$ cat config.mk
export PLATFORM = sky130hd
export DESIGN_NAME = muldiv_sequencer
export DESIGN_NICKNAME = d
export VERILOG_FILES = /design/src/rtl/muldiv_sequencer.sv
export SDC_FILE = /design/constraint.sdc
export NUM_CORES = 2
export LEC_CHECK = 0
export ABC_CLOCK_PERIOD_IN_PS = 26700
export CORE_AREA = 2 2 332 334
export DETAILED_ROUTE_END_ITERATION = 8
export DIE_AREA = 0 0 334 336
export HOLD_SLACK_MARGIN = 0.02
export PLACE_DENSITY = 0.7
export SYNTH_ARGS = -nofsm -noshare
export SYNTH_HDL_FRONTEND = slang
export SYNTH_SLANG_ARGS = --single-unit
$ cat constraint.sdc
create_clock -name CLK -period 26.7 [get_ports CLK]
set_clock_uncertainty 0.15 [all_clocks]
set_input_delay 5.34 -clock CLK [delete_from_list [all_inputs] [get_ports CLK]]
set_output_delay 5.34 -clock CLK [all_outputs]
set_load 0.02 [all_outputs]
$ cat src/rtl/muldiv_sequencer.sv
// Multi-cycle RV32M execution controller: one MUL/DIV-class op at a time,
// multiplies through a registered 64-bit product, divides through a restoring divider.
module muldiv_sequencer (
  input  logic        CLK,
  input  logic        RESET,
  input  logic        START,
  input  logic        KILL,
  input  logic [4:0]  SELECT,
  input  logic [31:0] DATA1,
  input  logic [31:0] DATA2,
  output logic        BUSY,
  output logic        DONE,
  output logic [31:0] RESULT,
  output logic [1:0]  dbg_state
);

  // Handshake: START is taken only in IDLE with a valid M-code and KILL low; BUSY
  // covers the op from the edge after acceptance; DONE pulses one cycle with RESULT.
  typedef enum logic [1:0] {
    S_IDLE = 2'd0,
    S_MUL  = 2'd1,
    S_DIV  = 2'd2,
    S_FIX  = 2'd3
  } state_t;

  state_t      state_q, state_d;
  logic        prep_q, prep_d;
  logic [1:0]  op_q, op_d;
  logic [31:0] a_q, a_d;
  logic [31:0] b_q, b_d;
  logic [63:0] prod_q, prod_d;
  logic [31:0] rem_q, rem_d;
  logic [31:0] quo_q, quo_d;
  logic [31:0] dvsr_q, dvsr_d;
  logic [5:0]  cnt_q, cnt_d;
  logic        busy_d, done_d;
  logic [31:0] result_d;

  assign dbg_state = state_q;

  // Request decode in IDLE
  logic sel_valid, in_special;
  assign sel_valid  = START && !KILL && (SELECT[1:0] == 2'b01);
  assign in_special = SELECT[4] && ((DATA2 == 32'd0) ||
                      (!SELECT[2] && DATA1 == 32'h8000_0000 && DATA2 == 32'hFFFF_FFFF));

  // op_q holds SELECT[3:2]: for multiplies it picks the half/signedness,
  // for divides bit 1 = remainder, bit 0 = unsigned.
  logic        mul_a_sx, mul_b_sx;
  logic [63:0] mul_full;
  assign mul_a_sx = (op_q != 2'b10) && a_q[31];
  assign mul_b_sx = (op_q == 2'b01) && b_q[31];
  assign mul_full = {{32{mul_a_sx}}, a_q} * {{32{mul_b_sx}}, b_q};

  logic        div_signed, div_is_rem;
  logic [31:0] a_mag, b_mag;
  assign div_signed = !op_q[0];
  assign div_is_rem = op_q[1];
  assign a_mag      = (div_signed && a_q[31]) ? -a_q : a_q;
  assign b_mag      = (div_signed && b_q[31]) ? -b_q : b_q;

  // One restoring step: shift {rem,quo} left, trial-subtract the divisor
  logic [32:0] shifted;
  logic        fits;
  logic [31:0] diff;
  assign shifted = {rem_q, quo_q[31]};
  assign fits    = shifted >= {1'b0, dvsr_q};
  assign diff    = shifted[31:0] - dvsr_q;

  logic        is_special;
  logic [31:0] special_res, quo_fix, rem_fix;
  assign is_special  = (b_q == 32'd0) ||
                       (div_signed && a_q == 32'h8000_0000 && b_q == 32'hFFFF_FFFF);
  assign special_res = (b_q == 32'd0) ? (div_is_rem ? a_q : 32'hFFFF_FFFF)
                                      : (div_is_rem ? 32'd0 : 32'h8000_0000);
  assign quo_fix     = (div_signed && (a_q[31] ^ b_q[31])) ? -quo_q : quo_q;
  assign rem_fix     = (div_signed && a_q[31]) ? -rem_q : rem_q;

  always_ff @(posedge CLK) begin
    if (RESET) state_q <= S_IDLE;
    else       state_q <= state_d;
  end

  always_comb begin
    state_d  = state_q;
    prep_d   = prep_q;
    op_d     = op_q;
    a_d      = a_q;
    b_d      = b_q;
    prod_d   = prod_q;
    rem_d    = rem_q;
    quo_d    = quo_q;
    dvsr_d   = dvsr_q;
    cnt_d    = cnt_q;
    done_d   = 1'b0;
    result_d = RESULT;

    unique case (state_q)
      S_IDLE: begin
        if (sel_valid) begin
          op_d   = SELECT[3:2];
          a_d    = DATA1;
          b_d    = DATA2;
          prep_d = 1'b1;
          cnt_d  = 6'd0;
          if (!SELECT[4])     state_d = S_MUL;
          else if (in_special) state_d = S_FIX;
          else                state_d = S_DIV;
        end
      end
      S_MUL: begin
        if (prep_q) begin
          prod_d = mul_full;
          prep_d = 1'b0;
        end else begin
          result_d = (op_q == 2'b00) ? prod_q[31:0] : prod_q[63:32];
          done_d   = 1'b1;
          state_d  = S_IDLE;
        end
      end
      S_DIV: begin
        if (prep_q) begin
          rem_d  = 32'd0;
          quo_d  = a_mag;
          dvsr_d = b_mag;
          cnt_d  = 6'd0;
          prep_d = 1'b0;
        end else begin
          rem_d = fits ? diff : shifted[31:0];
          quo_d = {quo_q[30:0], fits};
          if (cnt_q == 6'd31) begin
            cnt_d   = 6'd0;
            state_d = S_FIX;
          end else begin
            cnt_d = cnt_q + 6'd1;
          end
        end
      end
      S_FIX: begin
        if (prep_q) begin
          prep_d = 1'b0;
        end else begin
          result_d = is_special ? special_res : (div_is_rem ? rem_fix : quo_fix);
          done_d   = 1'b1;
          state_d  = S_IDLE;
        end
      end
      default: state_d = S_IDLE;
    endcase

    // Flush overrides everything: no result, no pulse
    if (KILL) begin
      state_d  = S_IDLE;
      prep_d   = 1'b0;
      cnt_d    = 6'd0;
      done_d   = 1'b0;
      result_d = RESULT;
    end

    busy_d = (state_q != S_IDLE) && (state_d != S_IDLE);
  end

  always_ff @(posedge CLK) begin
    if (RESET) begin
      prep_q <= 1'b0;
      op_q   <= 2'b00;
      a_q    <= 32'd0;
      b_q    <= 32'd0;
      prod_q <= 64'd0;
      rem_q  <= 32'd0;
      quo_q  <= 32'd0;
      dvsr_q <= 32'd0;
      cnt_q  <= 6'd0;
      BUSY   <= 1'b0;
      DONE   <= 1'b0;
      RESULT <= 32'd0;
    end else begin
      prep_q <= prep_d;
      op_q   <= op_d;
      a_q    <= a_d;
      b_q    <= b_d;
      prod_q <= prod_d;
      rem_q  <= rem_d;
      quo_q  <= quo_d;
      dvsr_q <= dvsr_d;
      cnt_q  <= cnt_d;
      BUSY   <= busy_d;
      DONE   <= done_d;
      RESULT <= result_d;
    end
  end

endmodule

# [Yosys cells after proc, flatten, opt, wreduce, memory -nomap -nowiden]
# Index checks and enable logic that the tools add are counted.
[classes] n_addsub=6 n_mul=1 order_cmp=1 n_eq_ne=14 n_mux=31 bitwise_logic=3 reduce_logical=35
[op_table] operator="2-to-1 mux 32 bit" count=15
[op_table] operator="equality test 32 bit (second input constant)" count=4
[op_table] operator="negator 32 bit" count=4
[op_table] operator="zero test 32 bit" count=2
[op_table] operator="multiplier 33 x 33 -> 64 bit" count=1
[op_table] operator="case mux 32 bit (2 select lines)" count=1
[op_table] operator=">= comparator 33 x 32 -> 1 bit" count=1
[op_table] operator="subtractor 32 bit" count=1
[op_table] operator="2-to-1 mux 6 bit" count=3
[op_table] operator="logical AND 1 bit" count=13
[op_table] operator="2-to-1 mux 2 bit" count=6
[op_table] operator="case mux 6 bit (2 select lines)" count=1
[op_table] operator="inequality test 2 bit (second input constant)" count=4
[op_table] operator="AND reduction 2 bit" count=4
[op_table] operator="nonzero test 2 bit" count=4
[op_table] operator="adder 6 x 1 -> 6 bit (second input constant)" count=1
[op_table] operator="equality test 2 x 1 -> 1 bit (second input constant)" count=3
[op_table] operator="equality test 6 x 5 -> 1 bit (second input constant)" count=1
[op_table] operator="case mux 2 bit (3 select lines)" count=1
[op_table] operator="OR reduction 3 bit" count=2
[op_table] operator="equality test 2 bit (second input constant)" count=2
[op_table] operator="zero test 2 bit" count=2
[op_table] operator="AND reduction 4 bit" count=1
[op_table] operator="OR reduction 2 bit" count=2
[op_table] operator="other kinds (6)" count=12
[totals] regBits=269 input_bits=73 output_inout_bits=36 wordCells=104

# [Longest topological paths before layout]
[depth] ltp_word=12 ltp_mapped=32 depth_no_buf=29

# [Worst setup path after synthesis]
# No wires, ideal clock.
[synth_path] kind="register to register" from="register op_q[0]" to="register prod_q[56]" setup_ps=117 arrival_ps=8457 required_time_ps=26433 setup_slack_ps=17976 stages_incl_launch_ff=31 n_path_buf=3 synth_period_minus_slack_ps=8724 cell_sequence="dfxtp_1 clkbuf_1 inv_1 a21boi_0 clkbuf_1 nand2_1 inv_1 fa_1 fa_1 fa_1 inv_1 fa_1 inv_1 fa_1 fa_1 inv_1 fa_1 fa_1 inv_1 ha_1 clkbuf_1 nand4_1 nor2_1 and2_1 nand2_1 nor3_1 a21o_1 a211oi_1 nor3_1 xor2_1 a22o_1"
[synth_between] elab_chain_cells=3 word_cells_on_any_way=5 classes_between="1 x mul; 2 x eq/ne; 2 x reduce/logical"
[synth_lines] item="from (decl)" line="28" rtl="logic [1:0] op_q, op_d;"
[synth_lines] item="from (signal assigned)" line="179" rtl="op_q <= op_d;"
[synth_lines] item="inequality test 2 bit / equality test 2 x 1 -> 1 bit (equally long branches)" line="51, 52"
[synth_lines] item="logical AND 1 bit (on tied branches)" line="51, 52"
[synth_lines] item="multiplier 33 x 33 -> 64 bit *" line="53" rtl="assign mul_full = {{32{mul_a_sx}}, a_q} * {{32{mul_b_sx}}, b_q};"
[synth_lines] item="to (signal assigned)" line="182" rtl="prod_q <= prod_d;"
[synth_lines] item="to (decl)" line="31" rtl="logic [63:0] prod_q, prod_d;"
# Every way passes the cells marked *; elsewhere a longest branch is shown, timed or not.
# A chain may end at the register's enable or synchronous reset.

# [Worst setup path after layout]
[layout_path] from="register a_q[31]" to="register prod_q[56]"
[layout_between] elab_chain_cells=2
[layout_lines] item="from (decl)" line="29" rtl="logic [31:0] a_q, a_d;"
[layout_lines] item="from (signal assigned)" line="167" rtl="a_q <= 32'd0;"
[layout_lines] item="from (signal assigned)" line="180" rtl="a_q <= a_d;"
[layout_lines] item="logical AND 1 bit" line="51" rtl="assign mul_a_sx = (op_q != 2'b10) && a_q[31];"
[layout_lines] item="multiplier 33 x 33 -> 64 bit *" line="53"
# Marks and branches as above.

==> flow_summary.json <==
{
  "status": "finished clean",
  "ioPinCount": 109,
  "syn_inst": 6420,
  "drive_gt1_share_pct": 3.28,
  "gp_congestion": 0.981,
  "vias": 43500,
  "internal_power_w": 0.000705,
  "utilization_pct": 52.5,
  "p_seq_share_pct": 40.7,
  "postRouteAntennaNets": 0,
  "synthArstFlopShare_pct": 0,
  "drt-total-wl_um": 160000,
  "via_per_inst": 5.68,
  "clock_sinks": 269,
  "rows": 121,
  "p_sw_w": 0.000299,
  "final_cell_mix": "1237 x inv_1, 1126 x fa_1, 1120 x nand2_1, 334 x and2_1, 318 x a21oi_1",
  "antenna_found_initial": 8,
  "synth_area_per_cell_um2": 8.39,
  "synth-edff-count": 0,
  "fmax_mhz": 101,
  "grt_pass1_vias": 45200,
  "overflow": 0,
  "period_share_pct": 37.1,
  "cpMostUsedCell": "fa_1",
  "slowest_stage": "fa_1",
  "synth_cell_type_count": 70,
  "placed_cells": 7608,
  "synth_flop_cell": "dfxtp_1",
  "drtIter0Drc": 4325,
  "worstSetupPathType": "flop to flop",
  "peakVddDrop_mv": 0.0463,
  "cpLargestDelayFamily": "adder cells",
  "tightest_slew_ps": 1250,
  "drc_errors": 0,
  "drv_slew": 0,
  "die_w_um": 334,
  "critPathCaptureType": "flop",
  "die_y_um": 336,
  "port_buffers": 108,
  "crit_required_ps": 27010,
  "comb_power_share_pct": 15.1,
  "setup_viol": 0,
  "grt_pass1_wl_um": 256000,
  "cts_tree": "yes",
  "clock_latency_ps": 580,
  "rsz0062_at_grt": "false",
  "fin_nets": 7674,
  "crit_fanout": 39,
  "cts_resized": 0,
  "hp-class": "flop to flop",
  "ys_ff_latch": 269,
  "cts_buffers": 28,
  "grt_usage_pct": 29.3,
  "yosysSeqAreaShare_pct": 9.99,
  "postCtsHoldBufs": 0,
  "fin_tns_setup_ps": 0,
  "grt_max_degree": 102,
  "final_common_cell": "inv_1",
  "syn-num-nets": 7870,
  "start_util_pct": 49.7,
  "crit_arrival_ps": 10230,
  "p_leak_nw": 25.1,
  "slew_headroom_pct": 16.3,
  "dpl.hpwl_um": 122000,
  "cts-root-buf": "clkbuf_16",
  "area_growth_pct": 5.62,
  "dr.pass1.iters": 7,
  "crit_buf_inv": 7,
  "cts_max_level": 1,
  "hold_viol_final": 0,
  "place_area_um2": 55900,
  "post-cts-setup-buffers": 0,
  "wire_per_inst_um": 20.9,
  "power.clock.fraction_pct": 44.1,
  "power_density_nw_per_um2": 17.6,
  "path_clk_slew_ps": 70,
  "clockBufferDepth": 3,
  "drv_cap": 0,
  "switching_share_pct": 29.8,
  "start_kind": "flop",
  "die-area_um2": 112000,
  "fin_area_um2": 56900,
  "cpPeakStageDelay_ps": 1250,
  "core_um2": 108000,
  "finalCriticalPeriod_ps": 9910,
  "ys_warn_count": 0,
  "netlist_area_um2": 53900,
  "diodes": 0,
  "stdcell_count": 7660
}
==> final timing paths <==
kind / start / endpoint / slack (ps) / cells past startpoint
setup / recovery: a_q[31] / prod_q[56] / 16790 / 28
hold / removal: RESULT[25] / RESULT[25] / 300 / 2
setup reg to reg: a_q[31] / prod_q[56] / 16790 / 28
hold reg to reg: RESULT[25] / RESULT[25] / 300 / 2
==> logic make-up after synthesis <==
| kind of cell | Yosys count | share of synthesized area (%) |
|---|---|---|
| DFF | 269 | 9.99 |
| and+or+nand+nor | 1989 | 16.8 |
| muxes | 33 | 0.615 |
| xor gates and xnor gates | 208 | 3.38 |
| buffers and inverters | 1668 | 11.6 |
| AOI/OAI and AO/OA | 876 | 9.96 |
| adders and majority gates | 1377 | 47.7 |
==> cell type report <==
cell class	count	area (µm²)
Tap cell	1414	1770
Timing Repair Buffer	205	1810
Fill cell	10100	51500
Inverter	1237	4640
Sequential cell	269	5410
Clock buffer	35	788
Clock inverter	17	226
Multi-Input combinational cell	4483	42300
==> cells in the mapped netlist, types with 141 or more instances <==
library cell / instances / area share [%]
xnor2_1: 141 / 2.3
a21oi_1: 318 / 3.0
inv_1: 1237 / 8.6
fa_1: 1126 / 42
and2_1: 336 / 3.9
ha_1: 251 / 5.8
nor2_1: 249 / 1.7
o21ai_0: 225 / 2.1
nand2_1: 1121 / 7.8
dfxtp_1: 269 / 10
clkbuf_1: 348 / 2.4
==> registers in the layout, summed over array words and instances (netlist names) <==
| signal | flops |
|---|---|
| BUSY | 1 |
| DONE | 1 |
| RESULT | 32 |
| a_q | 32 |
| b_q | 32 |
| cnt_q | 6 |
| dbg_state | 2 |
| dvsr_q | 32 |
| op_q | 2 |
| prep_q | 1 |
| prod_q | 64 |
| quo_q | 32 |
| rem_q | 32 |
==> tightest hold or removal path: stages (launching register included) <==
cell and delay, ps:
dfxtp_1 310, nand2_1 50, a21oi_1 50
==> metal layers <==
metal / GRT usage [%] / up-vias / routed length, µm
li1: - / 19100 / -
met1: 38.0 / 22100 / 61700
met2: 48.5 / 1894 / 75500
met3: 5.23 / 394 / 14400
met4: 12.3 / 2 / 8440
met5: 0 / - / 12
==> power groups by stage <==
stage	clock (W)	combinational (W)	sequential, W
2_1_floorplan	0	0.0000903	0.000414
3_3_place_gp	0	0.000146	0.000418
3_5_place_dp	0	0.000146	0.000418
4_1_cts	0.000441	0.000147	0.000409
5_1_grt	0.000459	0.000163	0.000409
6_report	0.000443	0.000152	0.000409
==> metrics by stage <==
stage	hold WS, ps	setup slack, ps	total power [W]
2_1_floorplan	278	17980	0.000504
3_3_place_gp	288	17130	0.000564
3_5_place_dp	295	16950	0.000564
4_1_cts	305	16900	0.000997
5_1_grt	318	16250	0.00103
6_report	305	16790	0.00100
No activity file was read; power rests on OpenSTA's default activity.
